==> src/rtl/m_axil_pkg.sv <==
// Shared types for the AXI4-Lite master: response and error codes.
// Also holds the default protection value and a response-error helper.
package m_axil_pkg;

  typedef enum logic [1:0] {
    OKAY   = 2'd0,
    EXOKAY = 2'd1,
    SLVERR = 2'd2,
    DECERR = 2'd3
  } resp_e;

  typedef enum logic [2:0] {
    ERR_NONE      = 3'd0,
    ERR_W_RESP    = 3'd1,
    ERR_R_RESP    = 3'd2,
    ERR_W_TIMEOUT = 3'd3,
    ERR_R_TIMEOUT = 3'd4
  } err_code_e;

  localparam logic [2:0] AXI_PROT_DEFAULT = 3'b000;

  // SLVERR and DECERR both have bit 1 set; EXOKAY counts as OKAY.
  function automatic logic resp_is_err(input logic [1:0] r);
    return r[1];
  endfunction

endpackage

==> src/rtl/axil_addr_track_fifo.sv <==
// Address tracking FIFO: remembers the address of each outstanding txn.
// Ports: clk, rst (sync high), push/push_data, pop, head, empty, full.
module axil_addr_track_fifo #(
  parameter int WIDTH = 32,
  parameter int DEPTH = 4
) (
  input  logic             clk,
  input  logic             rst,
  input  logic             push,
  input  logic [WIDTH-1:0] push_data,
  input  logic             pop,
  output logic [WIDTH-1:0] head,
  output logic             empty,
  output logic             full
);

  localparam int PW = (DEPTH > 1) ? $clog2(DEPTH) : 1;
  localparam int CW = $clog2(DEPTH + 1);
  localparam logic [PW-1:0] LAST     = PW'(DEPTH - 1);
  localparam logic [CW-1:0] FULL_CNT = CW'(DEPTH);

  logic [WIDTH-1:0] mem [DEPTH];
  logic [PW-1:0]    wr_ptr;
  logic [PW-1:0]    rd_ptr;
  logic [CW-1:0]    cnt;

  function automatic logic [PW-1:0] nxt(input logic [PW-1:0] p);
    return (p == LAST) ? '0 : p + 1'b1;
  endfunction

  always_ff @(posedge clk) begin
    if (rst) begin
      wr_ptr <= '0;
      rd_ptr <= '0;
      cnt    <= '0;
    end else begin
      if (push) wr_ptr <= nxt(wr_ptr);
      if (pop)  rd_ptr <= nxt(rd_ptr);
      if (push && !pop)
        cnt <= cnt + 1'b1;
      else if (pop && !push)
        cnt <= cnt - 1'b1;
    end
  end

  always_ff @(posedge clk) begin
    if (push) mem[wr_ptr] <= push_data;
  end

  assign head  = mem[rd_ptr];
  assign empty = (cnt == '0);
  assign full  = (cnt == FULL_CNT);

endmodule

==> src/rtl/m_axil_master.sv <==
// AXI4-Lite master: write/read command in, AXI-Lite out, first-error capture.
// Ports: wcmd/rcmd cmd handshakes, rsp read data, AW/W/B/AR/R, err status.
module m_axil_master
  import m_axil_pkg::*;
#(
  parameter int ADDR_W      = 32,
  parameter int DATA_W      = 32,
  parameter int MAX_OUT     = 4,
  parameter int TIMEOUT_CYC = 1024,
  localparam int STRB_W     = DATA_W / 8
) (
  input  logic              aclk_i,
  input  logic              areset_i,
  input  logic              wcmd_valid_i,
  output logic              wcmd_ready_o,
  input  logic [ADDR_W-1:0] wcmd_addr_i,
  input  logic [DATA_W-1:0] wcmd_data_i,
  input  logic [STRB_W-1:0] wcmd_strb_i,
  input  logic              rcmd_valid_i,
  output logic              rcmd_ready_o,
  input  logic [ADDR_W-1:0] rcmd_addr_i,
  output logic              rsp_valid_o,
  input  logic              rsp_ready_i,
  output logic [DATA_W-1:0] rsp_data_o,
  output logic              rsp_err_o,
  output logic              write_complete_o,
  output logic              awvalid_o,
  input  logic              awready_i,
  output logic [ADDR_W-1:0] awaddr_o,
  output logic [2:0]        awprot_o,
  output logic              wvalid_o,
  input  logic              wready_i,
  output logic [DATA_W-1:0] wdata_o,
  output logic [STRB_W-1:0] wstrb_o,
  input  logic              bvalid_i,
  output logic              bready_o,
  input  logic [1:0]        bresp_i,
  output logic              arvalid_o,
  input  logic              arready_i,
  output logic [ADDR_W-1:0] araddr_o,
  output logic [2:0]        arprot_o,
  input  logic              rvalid_i,
  output logic              rready_o,
  input  logic [DATA_W-1:0] rdata_i,
  input  logic [1:0]        rresp_i,
  output logic              err_o,
  output logic [2:0]        err_code_o,
  output logic [ADDR_W-1:0] err_addr_o,
  input  logic              err_clear_i
);

  localparam int TW = (TIMEOUT_CYC > 0) ? $clog2(TIMEOUT_CYC + 1) : 1;
  localparam logic [TW-1:0] TO_MAX  = TW'(TIMEOUT_CYC);
  localparam logic [TW-1:0] TO_LAST = TW'(TIMEOUT_CYC - 1);
  localparam bit            TO_EN   = (TIMEOUT_CYC > 0);

  logic aw_pend, w_pend, ar_pend;
  logic wr_empty, wr_full, rd_empty, rd_full;
  logic [ADDR_W-1:0] wr_head, rd_head;
  logic wr_acc, rd_acc;
  logic aw_hs, w_hs, b_hs, ar_hs, r_hs;
  logic [TW-1:0] wto_cnt, rto_cnt;
  logic wto_ev, rto_ev;
  err_code_e ev_code;
  logic [ADDR_W-1:0] ev_addr;

  // Command readys are held low during reset so nothing is accepted then.
  assign wcmd_ready_o = !areset_i && !aw_pend && !w_pend && !wr_full;
  assign rcmd_ready_o = !areset_i && !ar_pend && !rd_full;

  assign awvalid_o = aw_pend;
  assign wvalid_o  = w_pend;
  assign arvalid_o = ar_pend;
  assign awprot_o  = AXI_PROT_DEFAULT;
  assign arprot_o  = AXI_PROT_DEFAULT;

  assign bready_o = !wr_empty;
  assign rready_o = !rd_empty && (!rsp_valid_o || rsp_ready_i);

  assign wr_acc = wcmd_valid_i && wcmd_ready_o;
  assign rd_acc = rcmd_valid_i && rcmd_ready_o;
  assign aw_hs  = awvalid_o && awready_i;
  assign w_hs   = wvalid_o && wready_i;
  assign b_hs   = bvalid_i && bready_o;
  assign ar_hs  = arvalid_o && arready_i;
  assign r_hs   = rvalid_i && rready_o;

  axil_addr_track_fifo #(.WIDTH(ADDR_W), .DEPTH(MAX_OUT)) u_wr_fifo (
    .clk       (aclk_i),
    .rst       (areset_i),
    .push      (wr_acc),
    .push_data (wcmd_addr_i),
    .pop       (b_hs),
    .head      (wr_head),
    .empty     (wr_empty),
    .full      (wr_full)
  );

  axil_addr_track_fifo #(.WIDTH(ADDR_W), .DEPTH(MAX_OUT)) u_rd_fifo (
    .clk       (aclk_i),
    .rst       (areset_i),
    .push      (rd_acc),
    .push_data (rcmd_addr_i),
    .pop       (r_hs),
    .head      (rd_head),
    .empty     (rd_empty),
    .full      (rd_full)
  );

  // Timeout fires once, on the step that reaches TIMEOUT_CYC.
  assign wto_ev = TO_EN && !b_hs && !wr_empty && (wto_cnt == TO_LAST);
  assign rto_ev = TO_EN && !r_hs && !rd_empty && (rto_cnt == TO_LAST);

  always_comb begin
    ev_code = ERR_NONE;
    ev_addr = '0;
    if (b_hs && resp_is_err(bresp_i)) begin
      ev_code = ERR_W_RESP;
      ev_addr = wr_head;
    end else if (r_hs && resp_is_err(rresp_i)) begin
      ev_code = ERR_R_RESP;
      ev_addr = rd_head;
    end else if (wto_ev) begin
      ev_code = ERR_W_TIMEOUT;
      ev_addr = wr_head;
    end else if (rto_ev) begin
      ev_code = ERR_R_TIMEOUT;
      ev_addr = rd_head;
    end
  end

  always_ff @(posedge aclk_i) begin
    if (areset_i) begin
      aw_pend          <= 1'b0;
      w_pend           <= 1'b0;
      ar_pend          <= 1'b0;
      awaddr_o         <= '0;
      wdata_o          <= '0;
      wstrb_o          <= '0;
      araddr_o         <= '0;
      write_complete_o <= 1'b0;
      rsp_valid_o      <= 1'b0;
      rsp_data_o       <= '0;
      rsp_err_o        <= 1'b0;
      wto_cnt          <= '0;
      rto_cnt          <= '0;
      err_o            <= 1'b0;
      err_code_o       <= ERR_NONE;
      err_addr_o       <= '0;
    end else begin
      if (wr_acc) begin
        awaddr_o <= wcmd_addr_i;
        wdata_o  <= wcmd_data_i;
        wstrb_o  <= wcmd_strb_i;
        aw_pend  <= 1'b1;
        w_pend   <= 1'b1;
      end else begin
        if (aw_hs) aw_pend <= 1'b0;
        if (w_hs)  w_pend  <= 1'b0;
      end

      if (rd_acc) begin
        araddr_o <= rcmd_addr_i;
        ar_pend  <= 1'b1;
      end else if (ar_hs) begin
        ar_pend <= 1'b0;
      end

      write_complete_o <= b_hs;

      if (r_hs) begin
        rsp_valid_o <= 1'b1;
        rsp_data_o  <= rdata_i;
        rsp_err_o   <= resp_is_err(rresp_i);
      end else if (rsp_ready_i) begin
        rsp_valid_o <= 1'b0;
      end

      if (b_hs || wr_empty)
        wto_cnt <= '0;
      else if (TO_EN && wto_cnt != TO_MAX)
        wto_cnt <= wto_cnt + 1'b1;

      if (r_hs || rd_empty)
        rto_cnt <= '0;
      else if (TO_EN && rto_cnt != TO_MAX)
        rto_cnt <= rto_cnt + 1'b1;

      // A clear in the same cycle as a new error yields the new error.
      if (ev_code != ERR_NONE && (!err_o || err_clear_i)) begin
        err_o      <= 1'b1;
        err_code_o <= ev_code;
        err_addr_o <= ev_addr;
      end else if (err_clear_i) begin
        err_o      <= 1'b0;
        err_code_o <= ERR_NONE;
        err_addr_o <= '0;
      end
    end
  end

endmodule

==> config.mk <==
export PLATFORM = sky130hd
export DESIGN_NAME = m_axil_master
export DESIGN_NICKNAME = d
export VERILOG_FILES = /design/src/rtl/m_axil_pkg.sv /design/src/rtl/axil_addr_track_fifo.sv /design/src/rtl/m_axil_master.sv
export SDC_FILE = /design/constraint.sdc
export NUM_CORES = 1
export LEC_CHECK = 0
export ABC_AREA = 0
export CAP_MARGIN = 10
export CORE_ASPECT_RATIO = 2
export CORE_MARGIN = 1
export CORE_UTILIZATION = 54
export CTS_BUF_LIST = sky130_fd_sc_hd__clkbuf_4 sky130_fd_sc_hd__clkbuf_8
export DETAILED_ROUTE_END_ITERATION = 12
export PLACE_DENSITY = 0.82
export SLEW_MARGIN = 25
export SYNTH_ARGS = -nofsm -noshare
export SYNTH_HDL_FRONTEND = slang
export SYNTH_HIERARCHICAL = 1
export SYNTH_SLANG_ARGS = --single-unit
==> constraint.sdc <==
create_clock -name aclk_i -period 3.6 [get_ports aclk_i]
set_input_delay 0.54 -clock aclk_i [delete_from_list [all_inputs] [get_ports aclk_i]]
set_output_delay 0.54 -clock aclk_i [all_outputs]
set_load 0.01 [all_outputs]
Yosys cells after proc, flatten, opt, wreduce, memory -nomap -nowiden
Memories as Yosys holds them, arrays and structs flattened. A register that Yosys moved wholly into a read port is not among the register bits.
Index checks and enable logic that the tools add are counted.
Widths: inputs -> output; s select.
{ "word_totals": {"reg_bits": 210, "ramBits": 256, "in_bits": 147, "output_inout_bits": 184, "memories": 2} }
{ "mem_list": {"columns": ["name", "words", "word_bits", "read_ports", "rd_clocked_by_memory_dff", "wr", "line_no", "source"], "rows": [
  ["u_rd_fifo.mem", 4, 32, 1, 1, 1, "axil_addr_track_fifo.sv:22", "logic [WIDTH-1:0] mem [DEPTH];"],
  ["u_wr_fifo.mem", 4, 32, 1, 1, 1, "axil_addr_track_fifo.sv:22", null]
]} }
{ "op_classes": {"addsub": 10, "eq_ne": 10, "n_mux": 38, "reduce_logical": 54} }
{ "op_table": {"columns": ["op", "count"], "rows": [
  ["$mux 32", 6],
  ["$mux 3", 10],
  ["$logic_and 1x1->1", 24],
  ["$add 11x1->11 const B", 2],
  ["$eq 11x10->1 const B", 2],
  ["$ne 11x11->1 const B", 2],
  ["$mux 2", 8],
  ["$logic_not 1->1", 14],
  ["$mux 1", 14],
  ["$reduce_bool 2->1", 7],
  ["$add 2x1->2 const B", 4],
  ["$eq 2x2->1 const B", 4],
  ["$add 3x1->3 const B", 2],
  ["$eq 3x3->1 const B", 2],
  ["$logic_not 3->1", 2],
  ["$sub 3x1->3 const B", 2],
  ["$logic_or 1x1->1", 4],
  ["$reduce_or 2->1", 2],
  ["$reduce_bool 3->1", 1]
]} }

Logic depth before layout (Yosys ltp)
Gate-level depths: netlist of run 1.
{ "logic_depth": {"depth_word": 14, "depth_mapped": 14, "depth_no_buf": 11} }

Modules after synthesis
Netlist of run 1, hierarchy kept.
{ "modules_own_cells": {"columns": ["module", "n_inst", "cells_per_inst", "area_per_inst_um2", "seq_area_each_um2"], "rows": [
  ["axil_addr_track_fifo", 2, 211, 5098.6, 4023.9],
  ["m_axil_master", 1, 1020, 8275.4, 3923.8]
]} }

Least setup slack after synthesis of run 1
OpenSTA, ideal clock, no wires.
{ "synth_path": {"path_type": "input port to flip-flop", "startpoint": "input areset_i", "endpoint": "register u_rd_fifo.cnt[2]", "arrival_ps": 2960, "required_ps": 3530, "setup_slack_ps": 571, "path_stages": 10, "cell_sequence": "nor3_1 > and2_1 > clkbuf_1 > clkbuf_1 > ha_1 > inv_1 > fa_1 > xor2_1 > or3_1 > a21oi_1"} }
{ "synth_between": {"elab_chain_cells": 7, "elab_cells_between_ends": 9, "cone_classes": "mux: 1; reduce/logical: 8"} }
{ "synth_lines": {"columns": ["element", "line_no", "source"], "rows": [
  ["from (decl)", "m_axil_master.sv:13", "input logic areset_i,"],
  ["$logic_not 1->1 *", "m_axil_master.sv:69", "assign rcmd_ready_o = !areset_i && !ar_pend && !rd_full;"],
  ["$logic_and 1x1->1 * (2 in a row)", "m_axil_master.sv:69", null],
  ["$logic_and 1x1->1 *", "m_axil_master.sv:81", "assign rd_acc = rcmd_valid_i && rcmd_ready_o;"],
  ["via rd_acc", "m_axil_master.sv:60", "logic wr_acc, rd_acc;"],
  ["$logic_not 1->1", "axil_addr_track_fifo.sv:41", "else if (pop && !push)"],
  ["$logic_and 1x1->1", "axil_addr_track_fifo.sv:41", null],
  ["$reduce_bool 2->1 (no line)", null, null],
  ["to (signal assigned)", "axil_addr_track_fifo.sv:40", "cnt <= cnt + 1'b1;"],
  ["to (signal assigned)", "axil_addr_track_fifo.sv:42", "cnt <= cnt - 1'b1;"],
  ["to (decl)", "axil_addr_track_fifo.sv:25", "logic [CW-1:0] cnt;"]
]} }
Mark *: on every way through the listed nets, which the timed path passes. The rest lies on a longest branch.
A chain may end at the register's enable or synchronous reset.

Final worst setup path of run 1
{ "layout_path": {"startpoint": "register u_rd_fifo.cnt[1]", "endpoint": "output rready_o"} }
{ "layout_between": {"elab_chain_cells": 3} }
{ "layout_lines": {"columns": ["element", "line_no", "source"], "rows": [
  ["$logic_not 3->1", "axil_addr_track_fifo.sv:51", "assign empty = (cnt == '0);"],
  ["via rd_empty", "m_axil_master.sv:58", "logic wr_empty, wr_full, rd_empty, rd_full;"],
  ["$logic_not 1->1", "m_axil_master.sv:78", "assign rready_o = !rd_empty && (!rsp_valid_o || rsp_ready_i);"],
  ["$logic_and 1x1->1", "m_axil_master.sv:78", null],
  ["to (decl)", "m_axil_master.sv:43", "output logic rready_o,"]
]} }
The timed path passes the listed nets, and every way through them passes these cells.

==> metrics, run 1 <==
setup repair bufs after CTS=0; Die Outline Area=35000 sq um; number of placement rows=95; required time at the endpoint of the critical path=3.06 ns; Worst Max-Slew Pin Slew=0.9172 ns; most instantiated library cell after synthesis=nand2_1; final setup vio count=0; areal power density over the cells=588.9 nW/um^2; total clock buffers created by CTS=61; wire length of the first global-routing pass=71.52 mm; category of the worst setup path launch point=flip-flop; maximum count of clock buffers along a single path=3; critical path peak fanout=4; Avg Synthesized Cell Area=12.81 sq um; Fmax achieved=373.8 MHz; portion of the clock cycle consumed by the worst path in the final layout=0.7432; post-layout net count=1922; Placer Congestion=0.8606; starting utilization of the core area=0.5492; PostCTS Resize Cnt=0; Synth top cells by count=nand2_1 (306), edfxtp_1 (256), dfxtp_1 (214), a21oi_1 (113); max_cap viols=0; count of flip-flops with a built-in enable after synthesis=256; multi-input logic area=5832 sq um; Clock transition at path regs=0.07 ns; pin count of the biggest net entering global routing=88; arrival time of data at the critical path endpoint=2.14 ns; number of placed instances with taps included=2130; aggregate global-route resource usage=0.2672; path category of the worst min-delay check=primary input to flip-flop; Syn Std Cell Area=18470 sq um; setup repair after global routing missed its margin=false; via count of the first global-routing pass=13189; number of standard cells after synthesis=1442; hold bufs inserted after CTS=0; Final Hold Violating Endpoints=0; final worst path period need=2.675 ns; via count of the routed design=12821; fraction of final layout cells sized beyond drive strength 1=0.1155; fraction of synthesis flops using an asynchronous set or reset pin=0; leading area contributor after synthesis=edfxtp_1; TritonCTS clock tree=built; HPWL after DPL=31.69 mm; Top FF cell, synth=edfxtp_1; FF+latch area=11970 sq um; outcome=finished, final reports clean; Pre-Repair DR Iteration Count=6; leakage dissipation=7.758 nW; Top-Level Pins=331; top cell type's share of synthesized area=0.4161; remaining global-route overflow=0; area inside the core boundary=33640 sq um; detail-routed net length per standard cell=20.54 microns; worst-case vdd ir drop=442.1 uV; H-tree levels=2; insertion delay of the later-clocked pin in the worst-skew pair=0.65 ns; # clock sinks=470; top cells by area in the synthesized netlist=edfxtp_1 (42%), dfxtp_1 (23%), mux4_2 (7.3%); fill count=2305; # DRC=0; detailed-route wire length=46.16 mm; sequential-to-total area share from yosys stat=0.6481; final sum of negative setup slack=0 ns; Layout Skew=0.03064 ns; critical setup path kind=flip-flop to output pin; number of port buffers=322; final cell count without fillers=2247; CTS Root Buffer Type=clkbuf_8; Relative slew margins=0.3885; Synth Warn #=6; total of flip-flops plus latches after synthesis=470; synthesis-to-layout area growth=25.24%; First DRT Iteration DRCs=1047; DIE WIDTH=132.8 microns; kind of end point of the critical path=output pin; floorplan die height=263.6 microns; initial antenna violation count=4; final slew viol count=0; distinct cell type count of the synthesized netlist=54; average vias per placed instance=5.706; DRT antenna net count=0
## report_power, final
group	switching (mW)	internal [mW]
Sequential	0.260	6.07
Clock	1.93	2.06
Combinational	1.82	1.48
Total	4.01	9.61
## cell families after synthesis
logic type / after synthesis / share of synthesized area
multiplexers: 74 / 0.08439
adder cells (fa/ha/maj): 18 / 0.01300
AND/OR/NAND/NOR: 449 / 0.1075
other: 1 / 0.0002030
XOR/XNOR: 21 / 0.009957
flip-flops: 470 / 0.6481
buffers and inverters: 125 / 0.03793
AO/OA/AOI/OAI: 284 / 0.09896
## metal layers
layer	vias to the layer above	global-route usage	part of all wire
met3	129	0.06278	0.073
met1	6209	0.2819	0.33
met4	2	0.1538	0.057
met5	-	0	0.00032
li1	5889	-	-
met2	592	0.4798	0.54
## layout make-up
type / instances / area share
Sequential cell: 470 / 0.5176
Timing Repair Buffer: 353 / 0.1493
Multi-Input combinational cell: 852 / 0.2521
Clock inverter: 34 / 0.01038
Inverter: 19 / 0.003083
Tap cell: 436 / 0.02358
Clock buffer: 81 / 0.04386
Antenna cell: 2 / 0.0002163
## stage by stage
| stage | instance area, sq um | hold WS, ns | power [mW] | utilization | setup WS, ns |
|---|---|---|---|---|---|
| 2_1_floorplan | 18490 | 0.4603 | 8.451 | - | 0.5706 |
| 3_3_place_gp | 21870 | 0.4406 | 9.621 | 0.6501 | 0.4223 |
| 3_5_place_dp | 21870 | 0.4479 | 9.729 | 0.6503 | 0.7518 |
| 4_1_cts | 23130 | 0.2720 | 13.71 | 0.6876 | 0.8533 |
| 5_1_grt | 23140 | 0.3079 | 14.22 | 0.6878 | 0.8114 |
| 6_report | 23140 | 0.3156 | 13.62 | 0.6878 | 0.9245 |
## layout by cell type, fill, tap and decap left out, drive strengths merged, types with 3 or more instances in the layout
master	Yosys	layout
nor2b	4	4
nand4b	3	3
nand2b	39	39
ha	16	16
nand2	306	306
xnor2	6	6
bufinv	0	3
clkdlybuf4s50	0	321
nor3b	4	4
nand3	10	10
a31oi	32	32
edfxtp	256	256
o21ai	36	36
nand4	5	5
mux2i	8	8
clkbuf	60	81
clkinvlp	0	3
and3	3	3
o221ai	32	32
o31ai	32	32
xor2	15	15
inv	18	20
mux4	64	64
conb	1	6
dfxtp	214	214
nor4	3	3
a21oi	113	113
nor3	4	4
o2bb2ai	32	32
buf	46	32
nor2	46	46
or3	6	6
and2	9	9
clkinv	1	27
## registers in the layout, summed over array words and instances, names as in the netlist, 2 cells and up, named ones only
register	count
wto_cnt	11
wdata_o	32
u_rd_fifo/mem	128
err_code_o	3
u_rd_fifo/wr_ptr	2
u_wr_fifo/wr_ptr	2
u_rd_fifo/cnt	3
err_addr_o	32
u_wr_fifo/rd_ptr	2
rsp_data_o	32
araddr_o	32
u_wr_fifo/mem	128
wstrb_o	4
rto_cnt	11
u_wr_fifo/cnt	3
u_rd_fifo/rd_ptr	2
awaddr_o	32
## worst paths after layout
path                          from                   to  slack (ns)  cells after the start
setup reg to reg  u_rd_fifo/cnt[1]     u_rd_fifo/cnt[2]        1.00                     11
hold reg to reg         wdata_o[3]           wdata_o[3]        0.45                      2
hold / removal            areset_i  u_rd_fifo/wr_ptr[1]        0.32                      2
setup / recovery  u_rd_fifo/cnt[1]             rready_o        0.92                      3
## worst max-delay path, cell delays in order (launching register included)
cell             delay (ns)
dfxtp_1                0.35
nor3_1                 0.44
nor2_1                 0.17
clkdlybuf4s50_1        0.54
Power figures use the tool's default switching activity.
==> inputs of run 2 (changes only) <==
==> constraint.sdc (replaced) <==
create_clock -name aclk_i -period 2.75 [get_ports aclk_i]
set_input_delay 0.4125 -clock aclk_i [delete_from_list [all_inputs] [get_ports aclk_i]]
set_output_delay 0.4125 -clock aclk_i [all_outputs]
set_load 0.01 [all_outputs]
==> run 2 against run 1 <==
First-iteration DRC count decreased by 4.2%. Critical endpoint is now rcmd_ready_o. Critical path type unchanged. Setup slack worse by 0.67 ns. Flip-flop and latch count unchanged. Via count rose by 0.16%. Die area stayed put. Largest cell class unchanged. Sequential share of layout area is 0.61 points lower. Cell count grew 0.53%. Count of clock-buffer cells in the layout unchanged. Combinational power up 35%. Largest power group unchanged.
==> metrics, run 2 (same netlist as run 1, synthesis figures left out) <==
fill count=2217; global-route layer with the greatest usage=met2; # clock sinks=470; most common cell after layout, fill and taps aside=clkdlybuf4s50_1; power spent charging and discharging nets=5.323 mW; leakage dissipation=7.893 nW; Layout Skew=0.03392 ns; post-layout net count=1934; top flop regs=u_rd_fifo/mem (128), u_wr_fifo/mem (128); via count of the routed design=12841; Clock transition at path regs=0.07 ns; required time at the endpoint of the critical path=2.34 ns; synthesis-to-layout area growth=26.74%; aggregate global-route resource usage=0.2697; insertion delay of the later-clocked pin in the worst-skew pair=0.64 ns; switching part of the total power=0.2925; Worst Max-Slew Pin Slew=0.8659 ns; floorplan die height=263.6 microns; category of the worst setup path launch point=flip-flop; HPWL after DPL=32.68 mm; number of placement rows=95; Die Outline Area=35000 sq um; max_cap viols=0; portion of the clock cycle consumed by the worst path in the final layout=0.9058; DIE WIDTH=132.8 microns; average vias per placed instance=5.684; Clock power frac=0.301; slowest stage cell, crit path=clkdlybuf4s50_1; critical path peak fanout=4; Final Hold Violating Endpoints=0; number of port buffers=322; met3 Resource Use GR=0.05392; Top-Level Pins=331; # DRC=0; First DRT Iteration DRCs=1003; arrival time of data at the critical path endpoint=2.08 ns; Worst Hold Depth=2; CTS Root Buffer Type=clkbuf_8; Fmax achieved=401.4 MHz; Setup Slack @ Placement=0.06681 ns; fraction of final layout cells sized beyond drive strength 1=0.1252; kind of end point of the critical path=output pin; Worst Reg-to-Reg Cells=11; path category of the worst min-delay check=primary input to flip-flop; critical path cell sequence=nor3b_1 > nor3_1 > clkdlybuf4s50_1; Final Worst Setup Slack=0.2589 ns; wire length of the first global-routing pass=71.46 mm; via count of the first global-routing pass=12939; total clock buffers created by CTS=60; DRT antenna net count=0; part of the power in registers=0.454; multi-input logic area=5839 sq um; setup repair bufs after CTS=0; final worst path period need=2.491 ns; FF+latch area=11970 sq um; met1 GRT Util=0.2793; final sum of negative setup slack=0 ns; commonest cells after routing, fill and taps aside=clkdlybuf4s50_1 (321), nand2_1 (305), edfxtp_1 (256); pin count of the biggest net entering global routing=81; internal power consumption=12.87 mW; worst-case vdd ir drop=578.0 uV; share of power burned in combinational logic=0.245; Pre-Repair DR Iteration Count=5; met2 capacity usage during global routing=0.4931; area inside the core boundary=33640 sq um; TritonCTS clock tree=built; setup repair after global routing missed its margin=false; slowest cell delay on critical path=0.54 ns; final slew viol count=0; Placer Congestion=0.8648; PostCTS Resize Cnt=0; final setup vio count=0; critical setup path kind=flip-flop to output pin; Relative slew margins=0.4227; maximum count of clock buffers along a single path=3; outcome=finished, final reports clean; hold bufs inserted after CTS=0; remaining global-route overflow=0; detail-routed net length per standard cell=20.78 microns; detailed-route wire length=46.95 mm; H-tree levels=2; initial antenna violation count=2; starting utilization of the core area=0.5492; areal power density over the cells=777.3 nW/um^2
[run 2: cell count changes in the layout (fill, tap and decap cells not counted), moves of 2 or more]
cell and change:
clkinvlp_4 -2, bufinv_16 +2, clkinv_1 -7, buf_12 +8, clkbuf_4 -2, buf_4 +4
clkbuf_8 +2, clkinv_2 +6
[run 2: power groups by stage]
| stage | logic [mW] | registers [mW] | clock network [mW] |
|---|---|---|---|
| 4_1_cts | 4.47 | 8.26 | 5.59 |
| 6_report | 4.46 | 8.26 | 5.47 |
| 3_3_place_gp | 4.33 | 8.37 | 0 |
| 2_1_floorplan | 2.62 | 8.45 | 0 |
| 5_1_grt | 4.77 | 8.32 | 5.86 |
| 3_5_place_dp | 4.44 | 8.40 | 0 |
[run 2: worst max-delay path, delay by kind of cell (launching register included)]
family,cells,cell delay (ns)
flip-flops,1,0.36
buffers and inverters,1,0.54
AND/OR/NAND/NOR,2,0.54
[run 2: final timing paths]
check                        start                to  slack [ns]
hold / removal            areset_i       wdata_o[18]        0.11
hold reg to reg     rsp_data_o[22]    rsp_data_o[22]        0.45
setup reg to reg  u_rd_fifo/cnt[1]  u_rd_fifo/cnt[2]        0.28
setup / recovery  u_rd_fifo/cnt[2]      rcmd_ready_o        0.26
[run 2: layer usage]
layer  vias up  share of wire
li1       5914              -
met5         -              0
met2       593           0.54
met3       131          0.068
met1      6203           0.33
met4         0          0.063
[run 2: cell type report]
type	instances	share of cell area
antenna	2	0.0002138
clock buffer	81	0.04388
clock inverter	33	0.01245
inverter	19	0.003046
multi-input combinational	852	0.2494
sequential	470	0.5114
tap	436	0.02330
timing repair buffer	366	0.1563
[run 2: metrics by stage]
stage | hold slack (ns) | std cells | util | cell area, sq um | total power [mW]
4_1_cts | 0.07690 | 2257 | 0.6957 | 23400 | 18.32
5_1_grt | 0.1036 | 2258 | 0.6959 | 23410 | 18.94
2_1_floorplan | 0.4603 | 1447 | - | 18500 | 11.07
3_5_place_dp | 0.4474 | 2143 | 0.6565 | 22080 | 12.85
3_3_place_gp | 0.4406 | 2142 | 0.6561 | 22070 | 12.69
6_report | 0.1140 | 2259 | 0.6960 | 23410 | 18.20
